===== config.mk =====
export PLATFORM = sky130hd
export DESIGN_NAME = scratch_pad_bank
export DESIGN_NICKNAME = d
export VERILOG_FILES = /design/src/rtl/scratch_pad_bank.sv
export SDC_FILE = /design/constraint.sdc
export NUM_CORES = 1
export LEC_CHECK = 0
export CORE_MARGIN = 4
export CORE_UTILIZATION = 55
export CTS_CLUSTER_SIZE = 25
export DETAILED_ROUTE_END_ITERATION = 7
export GPL_TIMING_DRIVEN = 0
export PLACE_DENSITY = 0.89
export SLEW_MARGIN = 20
export SYNTH_ARGS = -nofsm -noshare
export SYNTH_HDL_FRONTEND = slang
export SYNTH_SLANG_ARGS = --single-unit

===== constraint.sdc =====
create_clock -name OPB_CLK -period 2.45 [get_ports OPB_CLK]
set_input_delay 0.6125 -clock OPB_CLK [delete_from_list [all_inputs] [get_ports OPB_CLK]]
set_output_delay 0.6125 -clock OPB_CLK [all_outputs]
set_load 0.02 [all_outputs]

===== src/rtl/scratch_pad_bank.sv =====
// Purpose : per-FPGA ID/debug register bank on the OPB slave decode.
// Latency : every SP_RE/SP_WE strobe is acknowledged exactly one cycle later.
// Backpressure: none; the bank accepts one access per cycle, back to back.
//
// Register map (word address, OPB_ADDR[4:0]):
//    0 VERSION (RO)   1 ID (RO)   2 DATE (RO)   3 UPTIME (RO)
//    4 KEY (W: unlock key sequence, R: {30'b0, lock_state})
//    8 .. 8+NUM_SP-1  scratch registers, writable only while UNLOCKED
//
// Ports:
//    OPB_CLK    clock
//    OPB_RST    synchronous active-high reset
//    OPB_ADDR   word address, only [4:0] decoded
//    SP_DI      write data
//    SP_BE      byte enables, SP_BE[n] gates SP_DI[8n+7:8n] (scratch only)
//    SP_RE      read strobe, one cycle per access
//    SP_WE      write strobe, one cycle per access
//    SP_DO      read data, zero whenever SP_ACK is low
//    SP_ACK     one-cycle acknowledge
//    SP_ERR     qualifies SP_ACK, 1 = access rejected
//    SP_LOCKED  1 whenever the lock FSM is not UNLOCKED

module scratch_pad_bank #(
   parameter logic [31:0] VERSION        = 32'h1234_5678,
   parameter logic [31:0] ID             = 32'h0000_0050,
   parameter logic [31:0] DATE           = 32'h2025_0714,
   parameter int          NUM_SP         = 4,              // legal 1..8
   parameter logic [31:0] SP_INIT        = 32'hCAFE_0000,
   parameter int          UNLOCK_TIMEOUT = 1024             // 0 = never relock
) (
   input  logic        OPB_CLK,
   input  logic        OPB_RST,
   input  logic [31:0] OPB_ADDR,
   input  logic [31:0] SP_DI,
   input  logic [3:0]  SP_BE,
   input  logic        SP_RE,
   input  logic        SP_WE,
   output logic [31:0] SP_DO,
   output logic        SP_ACK,
   output logic        SP_ERR,
   output logic        SP_LOCKED
);

   // ------------------------------------------------------------------
   // Constants
   // ------------------------------------------------------------------
   localparam logic [31:0] KEY_ARM    = 32'h0000_A5A5;
   localparam logic [31:0] KEY_UNLOCK = 32'h0000_5A5A;

   localparam logic [4:0] ADDR_VERSION = 5'd0;
   localparam logic [4:0] ADDR_ID      = 5'd1;
   localparam logic [4:0] ADDR_DATE    = 5'd2;
   localparam logic [4:0] ADDR_UPTIME  = 5'd3;
   localparam logic [4:0] ADDR_KEY     = 5'd4;

   localparam logic [3:0] NUM_SP_W = 4'(NUM_SP);

   // Idle counter only has to reach UNLOCK_TIMEOUT-1; relock happens on the
   // edge that would take it to UNLOCK_TIMEOUT.
   localparam int IDLE_W  = (UNLOCK_TIMEOUT > 1) ? $clog2(UNLOCK_TIMEOUT) : 1;
   localparam int TO_M1   = (UNLOCK_TIMEOUT > 0) ? UNLOCK_TIMEOUT - 1 : 0;
   localparam logic [IDLE_W-1:0] IDLE_MAX = IDLE_W'(TO_M1);
   localparam logic [IDLE_W-1:0] IDLE_ONE = IDLE_W'(1);

   typedef enum logic [1:0] {
      LOCKED   = 2'd0,
      ARMED    = 2'd1,
      UNLOCKED = 2'd2
   } lock_state_t;

   // ------------------------------------------------------------------
   // State
   // ------------------------------------------------------------------
   lock_state_t        lock_state;
   lock_state_t        lock_nxt;
   logic [IDLE_W-1:0]  idle_cnt;
   logic [IDLE_W-1:0]  idle_nxt;
   logic [31:0]        uptime_q;
   logic [31:0]        sp_q [NUM_SP];

   // ------------------------------------------------------------------
   // Address decode
   // ------------------------------------------------------------------
   logic [4:0] addr;
   logic [2:0] sp_idx;
   logic       is_ro;
   logic       is_key;
   logic       is_sp;
   logic       addr_unused;

   assign addr        = OPB_ADDR[4:0];
   assign sp_idx      = addr[2:0];
   assign is_ro       = (addr <= ADDR_UPTIME);
   assign is_key      = (addr == ADDR_KEY);
   // Scratch window is 8..15; NUM_SP <= 8 keeps it inside that block.
   assign is_sp       = (addr[4:3] == 2'b01) && ({1'b0, sp_idx} < NUM_SP_W);
   assign addr_unused = ^OPB_ADDR[31:5];

   // ------------------------------------------------------------------
   // Access qualification
   // ------------------------------------------------------------------
   logic wr_key;
   logic wr_sp_ok;
   logic wr_err;
   logic rd_err;

   assign wr_key   = SP_WE && is_key;
   // Uses the lock state of this cycle, so a write that coincides with a
   // timeout relock is still accepted.
   assign wr_sp_ok = SP_WE && is_sp && (lock_state == UNLOCKED);
   // Key writes never fail; everything else that is not an accepted scratch
   // write (RO words, unmapped words, scratch while locked) is rejected.
   assign wr_err   = SP_WE && !is_key && !wr_sp_ok;
   assign rd_err   = !(is_ro || is_key || is_sp);

   // ------------------------------------------------------------------
   // Read mux
   // ------------------------------------------------------------------
   logic [31:0] rd_dat;

   always_comb begin
      rd_dat = 32'h0;
      case (addr)
         ADDR_VERSION: rd_dat = VERSION;
         ADDR_ID:      rd_dat = ID;
         ADDR_DATE:    rd_dat = DATE;
         ADDR_UPTIME:  rd_dat = uptime_q;
         ADDR_KEY:     rd_dat = {30'b0, lock_state};
         default: begin
            if (is_sp) begin
               for (int i = 0; i < NUM_SP; i++) begin
                  if (sp_idx == 3'(i)) begin
                     rd_dat = sp_q[i];
                  end
               end
            end
         end
      endcase
   end

   // ------------------------------------------------------------------
   // Registered response. A combined read+write returns the pre-write
   // value and reports the write's error status.
   // ------------------------------------------------------------------
   always_ff @(posedge OPB_CLK) begin
      if (OPB_RST) begin
         SP_ACK <= 1'b0;
         SP_DO  <= 32'h0;
         SP_ERR <= 1'b0;
      end else begin
         SP_ACK <= SP_RE || SP_WE;
         SP_DO  <= SP_RE ? rd_dat : 32'h0;
         SP_ERR <= SP_WE ? wr_err : (SP_RE && rd_err);
      end
   end

   // ------------------------------------------------------------------
   // Uptime counter, wraps naturally
   // ------------------------------------------------------------------
   always_ff @(posedge OPB_CLK) begin
      if (OPB_RST) begin
         uptime_q <= 32'h0;
      end else begin
         uptime_q <= uptime_q + 32'd1;
      end
   end

   // ------------------------------------------------------------------
   // Scratch registers with byte enables
   // ------------------------------------------------------------------
   always_ff @(posedge OPB_CLK) begin
      if (OPB_RST) begin
         for (int i = 0; i < NUM_SP; i++) begin
            sp_q[i] <= SP_INIT | 32'(i);
         end
      end else if (wr_sp_ok) begin
         for (int i = 0; i < NUM_SP; i++) begin
            if (sp_idx == 3'(i)) begin
               for (int b = 0; b < 4; b++) begin
                  if (SP_BE[b]) begin
                     sp_q[i][8*b +: 8] <= SP_DI[8*b +: 8];
                  end
               end
            end
         end
      end
   end

   // ------------------------------------------------------------------
   // Lock FSM: state register
   // ------------------------------------------------------------------
   always_ff @(posedge OPB_CLK) begin
      if (OPB_RST) begin
         lock_state <= LOCKED;
         idle_cnt   <= '0;
      end else begin
         lock_state <= lock_nxt;
         idle_cnt   <= idle_nxt;
      end
   end

   // ------------------------------------------------------------------
   // Lock FSM: next state. The idle counter is held at zero outside
   // UNLOCKED, which also clears it on entry.
   // ------------------------------------------------------------------
   always_comb begin
      lock_nxt = lock_state;
      idle_nxt = '0;
      case (lock_state)
         LOCKED: begin
            if (wr_key) begin
               lock_nxt = (SP_DI == KEY_ARM) ? ARMED : LOCKED;
            end
         end
         ARMED: begin
            if (wr_key) begin
               lock_nxt = (SP_DI == KEY_UNLOCK) ? UNLOCKED : LOCKED;
            end else if (SP_WE) begin
               // Any non-key write breaks the key sequence.
               lock_nxt = LOCKED;
            end
         end
         UNLOCKED: begin
            if (wr_key) begin
               lock_nxt = LOCKED;
            end else if ((UNLOCK_TIMEOUT != 0) && (idle_cnt == IDLE_MAX)) begin
               lock_nxt = LOCKED;
            end else if (!wr_sp_ok) begin
               idle_nxt = idle_cnt + IDLE_ONE;
            end
         end
         default: begin
            lock_nxt = LOCKED;
         end
      endcase
   end

   assign SP_LOCKED = (lock_state != UNLOCKED);

endmodule

After elaboration in Yosys (flattened, before gate mapping)
Memory sizes are Yosys's and may differ from the RTL's.
Cells that the tools add are included.
{"block": "op_classes", "addsub": 2, "magnitude_cmp": 2, "n_eq_ne": 17, "n_mux": 101, "bitwise_logic": 18, "n_reduce_logical": 19}
{"operator": "2-to-1 mux 32 bit", "n": 5}
{"operator": "one-hot mux 32 bit (5 select lines)", "n": 1}
{"operator": "2-to-1 mux 8 bit", "n": 16}
{"operator": "2-to-1 mux 1 bit", "n": 72}
{"operator": "adder 32 x 1 -> 32 bit, second input constant", "n": 1}
{"operator": "equality test 32 x 15 -> 1 bit, second input constant", "n": 1}
{"operator": "equality test 32 x 16 -> 1 bit, second input constant", "n": 1}
{"operator": "OR 1 bit", "n": 16}
{"operator": "2-to-1 mux 2 bit", "n": 6}
{"operator": "adder 10 x 1 -> 10 bit, second input constant", "n": 1}
{"operator": "equality test 10 bit, second input constant", "n": 1}
{"operator": "equality test 5 x 2 -> 1 bit, second input constant", "n": 2}
{"operator": "logical AND 1 bit", "n": 7}
{"operator": "equality test 3 x 2 -> 1 bit, second input constant", "n": 2}
{"operator": "one-hot mux 2 bit (3 select lines)", "n": 1}
{"operator": "equality test 5 x 1 -> 1 bit, second input constant", "n": 1}
{"operator": "equality test 5 x 3 -> 1 bit, second input constant", "n": 1}
{"operator": "<= comparator 5 x 2 -> 1 bit, second input constant", "n": 1}
{"operator": "zero test 5 bit", "n": 1}
{"operator": "OR reduction 5 bit", "n": 1}
{"operator": "equality test 2 x 1 -> 1 bit, second input constant", "n": 2}
{"operator": "!= test 2 bit, second input constant", "n": 2}
{"operator": "equality test 3 x 1 -> 1 bit, second input constant", "n": 1}
{"operator": "zero test 1 bit", "n": 3}
{"operator": "10 further kinds", "n": 13}
{"block": "word_totals", "ff_bits": 78, "ramBits": 128, "in_bits": 72, "output_inout_bits": 35, "elab_cells": 166, "mem_count": 1}
{"memory": "sp_q", "words": 4, "width": 32, "rd": 4, "rd_clocked_by_memory_dff": 0, "write_ports": 4, "line_no": "79", "source": "logic [31:0] sp_q [NUM_SP];"}

Depth between registers and ports, before layout
{"block": "logic_depth", "ltp_word": 8, "mapped_depth": 7}

Worst setup path before layout
OpenSTA, ideal clock, no wires.
{"block": "synth_timing", "path_kind": "in2reg", "from": "in OPB_ADDR[1]", "to": "mem sp_q[0][0] (enable)", "setup_ns": 0.326, "arrival_ns": 1.794, "setup_slack_ns": 0.330, "stages": 5, "path_buffers": 3, "cell_sequence": "buf_4 buf_2 clkbuf_1 nor3_1 a21o_1"}
{"element": "from (decl)", "line_no": "33", "source": "input logic [31:0] OPB_ADDR,"}
{"element": "to (decl)", "line_no": "79"}

Worst setup path in the final report
{"block": "layout_timing", "from": "reg lock_state[0]", "to": "out SP_LOCKED"}
{"block": "layout_between", "elab_chain_cells": 1}
{"element": "from (decl)", "line_no": "74", "source": "lock_state_t lock_state;"}
{"element": "from (signal assigned)", "line_no": "197", "source": "lock_state <= lock_nxt;"}
{"element": "!= test 2 bit", "line_no": "238", "source": "assign SP_LOCKED = (lock_state != UNLOCKED);"}
{"element": "to (decl)", "line_no": "41", "source": "output logic SP_LOCKED"}
Every way passes these cells.

==> run metrics <==
maximum ir drop on the vdd rail=0.590 mV; detail-routed net length per standard cell=22.4 µm; wirelength, routed=25100 µm; part of the total power dissipated in sequential elements=50.2%; ys flop type=edfxtp_1; max-slew violation count=0; count of yosys warnings during synthesis=0; number of flops mapped to enable cells by yosys=128; Yosys top cell by area=edfxtp_1; fraction of final layout cells with drive strength greater than 1=14.8%; Layout Skew=0.00694 ns; overall via count from detail_route=7080; share of the core filled with cells=67.2%; syn_area_per_cell=11.8 µm²; overflow left after global routing=0; part of the total power dissipated in combinational logic=6.8%; routability cong.=0.903; data arrival at the endpoint of the critical path=1.82 ns; met1 track utilization from global routing=34.2%; chain of cells forming the critical path=nand2b_2, clkdlybuf4s50_1; final-report hold violation count=0; number of global-route vias before repair=6829; Clock transition at path regs=0.06 ns; largest fanout on the critical path=6; global-route met2 utilization=42.6%; cell total after placement=1082; Sw Ratio=21.5%; Post-CTS Hold Buffers=0; setup_tns=0 ns; largest buffer count on any clock path=3; Vias/cell=6.32; iteration count of the initial detailed-routing pass=5; Max Clk Rate=412 MHz; post-route clock period utilization=99.1%; count of cell types in the netlist=59; reported leakage power=0.00367 µW; Core Footprint=16600 µm²; commonest cells in the synthesized netlist=128 x edfxtp_1, 78 x and2_1, 78 x dfxtp_1; drt first-iter violations=824; slew of the pin with the lowest slew margin=0.955 ns; min Tclk post-route=2.43 ns; drt drc=0; number of buffer and inverter stages on the critical path=1; busiest grt layer=met2; post-DP HPWL=16900 µm; Seq cells post-synth=206; share of the synthesized area in the top cell type=41.4%; NetSw=1610 µW; tightest hold margin=0.450 ns; clock sinks=206; die area=19000 µm²; status=complete, no violations; Setup-failing EPs final=0; type of the worst min-delay path=reg -> reg; ANT cells=0; initial core utilization=56.0%; horizontal extent of the die=138 µm; Critical Path Slowest Stage Cell=clkdlybuf4s50_1; crit path launch type=flip-flop; later-pin clock latency in the skew report=0.49 ns; count of antenna-violating nets left after detailed routing=0; required time at the worst-slack endpoint=1.84 ns; TritonCTS clock tree=done; cell row count=47; H-tree level count=1; part of the total power dissipated in the clock network=43.0%; maximum number of pins on one net before global-route repair=17; count of mapped cells out of synthesis=787; area grow syn2layout=20.1%; final instance area=11200 µm²; power density cells=670 nW/µm²; Final Net Count=961; post-synthesis instance area=9290 µm²; cell internal pwr=5870 µW; initial antenna violation count=1; CP Class=reg -> out; max-cap violations=0; post-synth net total=861; worst slew slack as a fraction of its limit=36.3%; final non-filler cell total=1121; total cell area at the placement stage=10300 µm²; number of placed I/O pins=107; top-count cell post-synth=edfxtp_1; top post-synthesis cells by area=edfxtp_1 41%, dfxtp_1 17%, and2_1 5.3%; delay-heaviest family, CP=buffers and inverters; grt met3 use=5.77%; combined global-route utilization of all metal layers=26.0%; Port-buffer cells=75; Critical Path Max Stage Delay=0.63 ns; number of CTS-inserted buffers=21; Chip Height=138 µm; Critical Path Sink Type=output port; Async SR Flop Fraction=0%; wire length of the first global-routing pass=37500 µm; share of the yosys chip area belonging to registers=58.2%; Clk Tree Root Cell=clkbuf_16
==> cells in the final DEF (no fill, tap or decap), types with 13 or more instances in the layout <==
cell / instances
nor2_1: 68
a21oi_1: 32
nor2b_1: 13
nand3_1: 14
dfxtp_1: 78
edfxtp_1: 128
or3_1: 56
mux4_2: 13
o21ai_0: 24
xor2_1: 15
a22oi_1: 15
clkbuf_1: 26
clkbuf_16: 21
buf_2: 14
and2_1: 78
clkdlybuf4s50_1: 72
o22ai_1: 19
mux2_2: 18
==> final cells by class <==
class | instances | area, µm²
Timing Repair Buffer | 78 | 781
Fill cell | 1145 | 5430
Multi-Input combinational cell | 522 | 3700
Buffer | 49 | 256
Sequential cell | 206 | 5410
Clock inverter | 6 | 83.8
Tap cell | 220 | 275
Inverter | 9 | 33.8
Clock buffer | 31 | 614
==> cell families (layout without fill, tap and decap cells) <==
group	count (synthesis)	after routing	synth area share, %
AND/OR/NAND/NOR	326	326	20.9
flip-flops	206	206	58.2
AO/OA/AOI/OAI	135	135	9.42
buffers and inverters	59	173	3.13
multiplexers	38	38	6.09
XOR/XNOR	21	21	1.98
adder cells (fa/ha/maj)	2	2	0.269
==> what timing repair did <==
action	4_1_cts	5_1_grt
gates resized for setup	12	31
setup buffers	0	3
endpoints found under the setup margin	75	174
pin swaps	0	1
gates cloned	0	0
==> path summary, 6_finish.rpt <==
kind / from / endpoint / slack [ns] / depth (start not counted)
setup reg to reg: lock_state[1] / sp_q[3][21] / 0.20 / 4
hold reg to reg: idle_cnt[0] / idle_cnt[0] / 0.45 / 1
setup / recovery: lock_state[0] / SP_LOCKED / 0.02 / 2
hold / removal: idle_cnt[0] / idle_cnt[0] / 0.45 / 1
==> worst register-to-register path: stages (launching register included) <==
cell and delay (ns):
dfxtp_1 0.46, and3b_2 0.37, nand4b_2 0.39, clkbuf_2 0.37
or3_1 0.41
==> power by group through the flow <==
stage	combinational, µW	clock [µW]	sequential [µW]
6_report	507	3220	3750
5_1_grt	534	3360	3750
4_1_cts	478	3230	3750
3_5_place_dp	469	0	3830
3_3_place_gp	460	0	3820
2_1_floorplan	231	0	3830
==> flip-flops by register name, summed over array words and instances (netlist names) <==
name and flops:
SP_ACK 1, SP_DO 32, SP_ERR 1, idle_cnt 10, lock_state 2, sp_q 128
uptime_q 32
==> through the flow <==
stage	setup WS [ns]	total power (µW)
5_1_grt	-0.00104	7650
6_report	0.0210	7470
2_1_floorplan	0.330	4060
3_5_place_dp	-0.666	4290
3_3_place_gp	-0.594	4280
4_1_cts	0.0000273	7460
==> metal layers <==
metal  wire, µm  part of all wire (%)  vias to the layer above
li1           -                     -                     3127
met1       9340                    37                     3372
met2      12100                    48                      486
met3       2750                    11                       93
met4        940                   3.7                        2
met5         14                 0.056                        -
(Power assumes the default switching activity.)
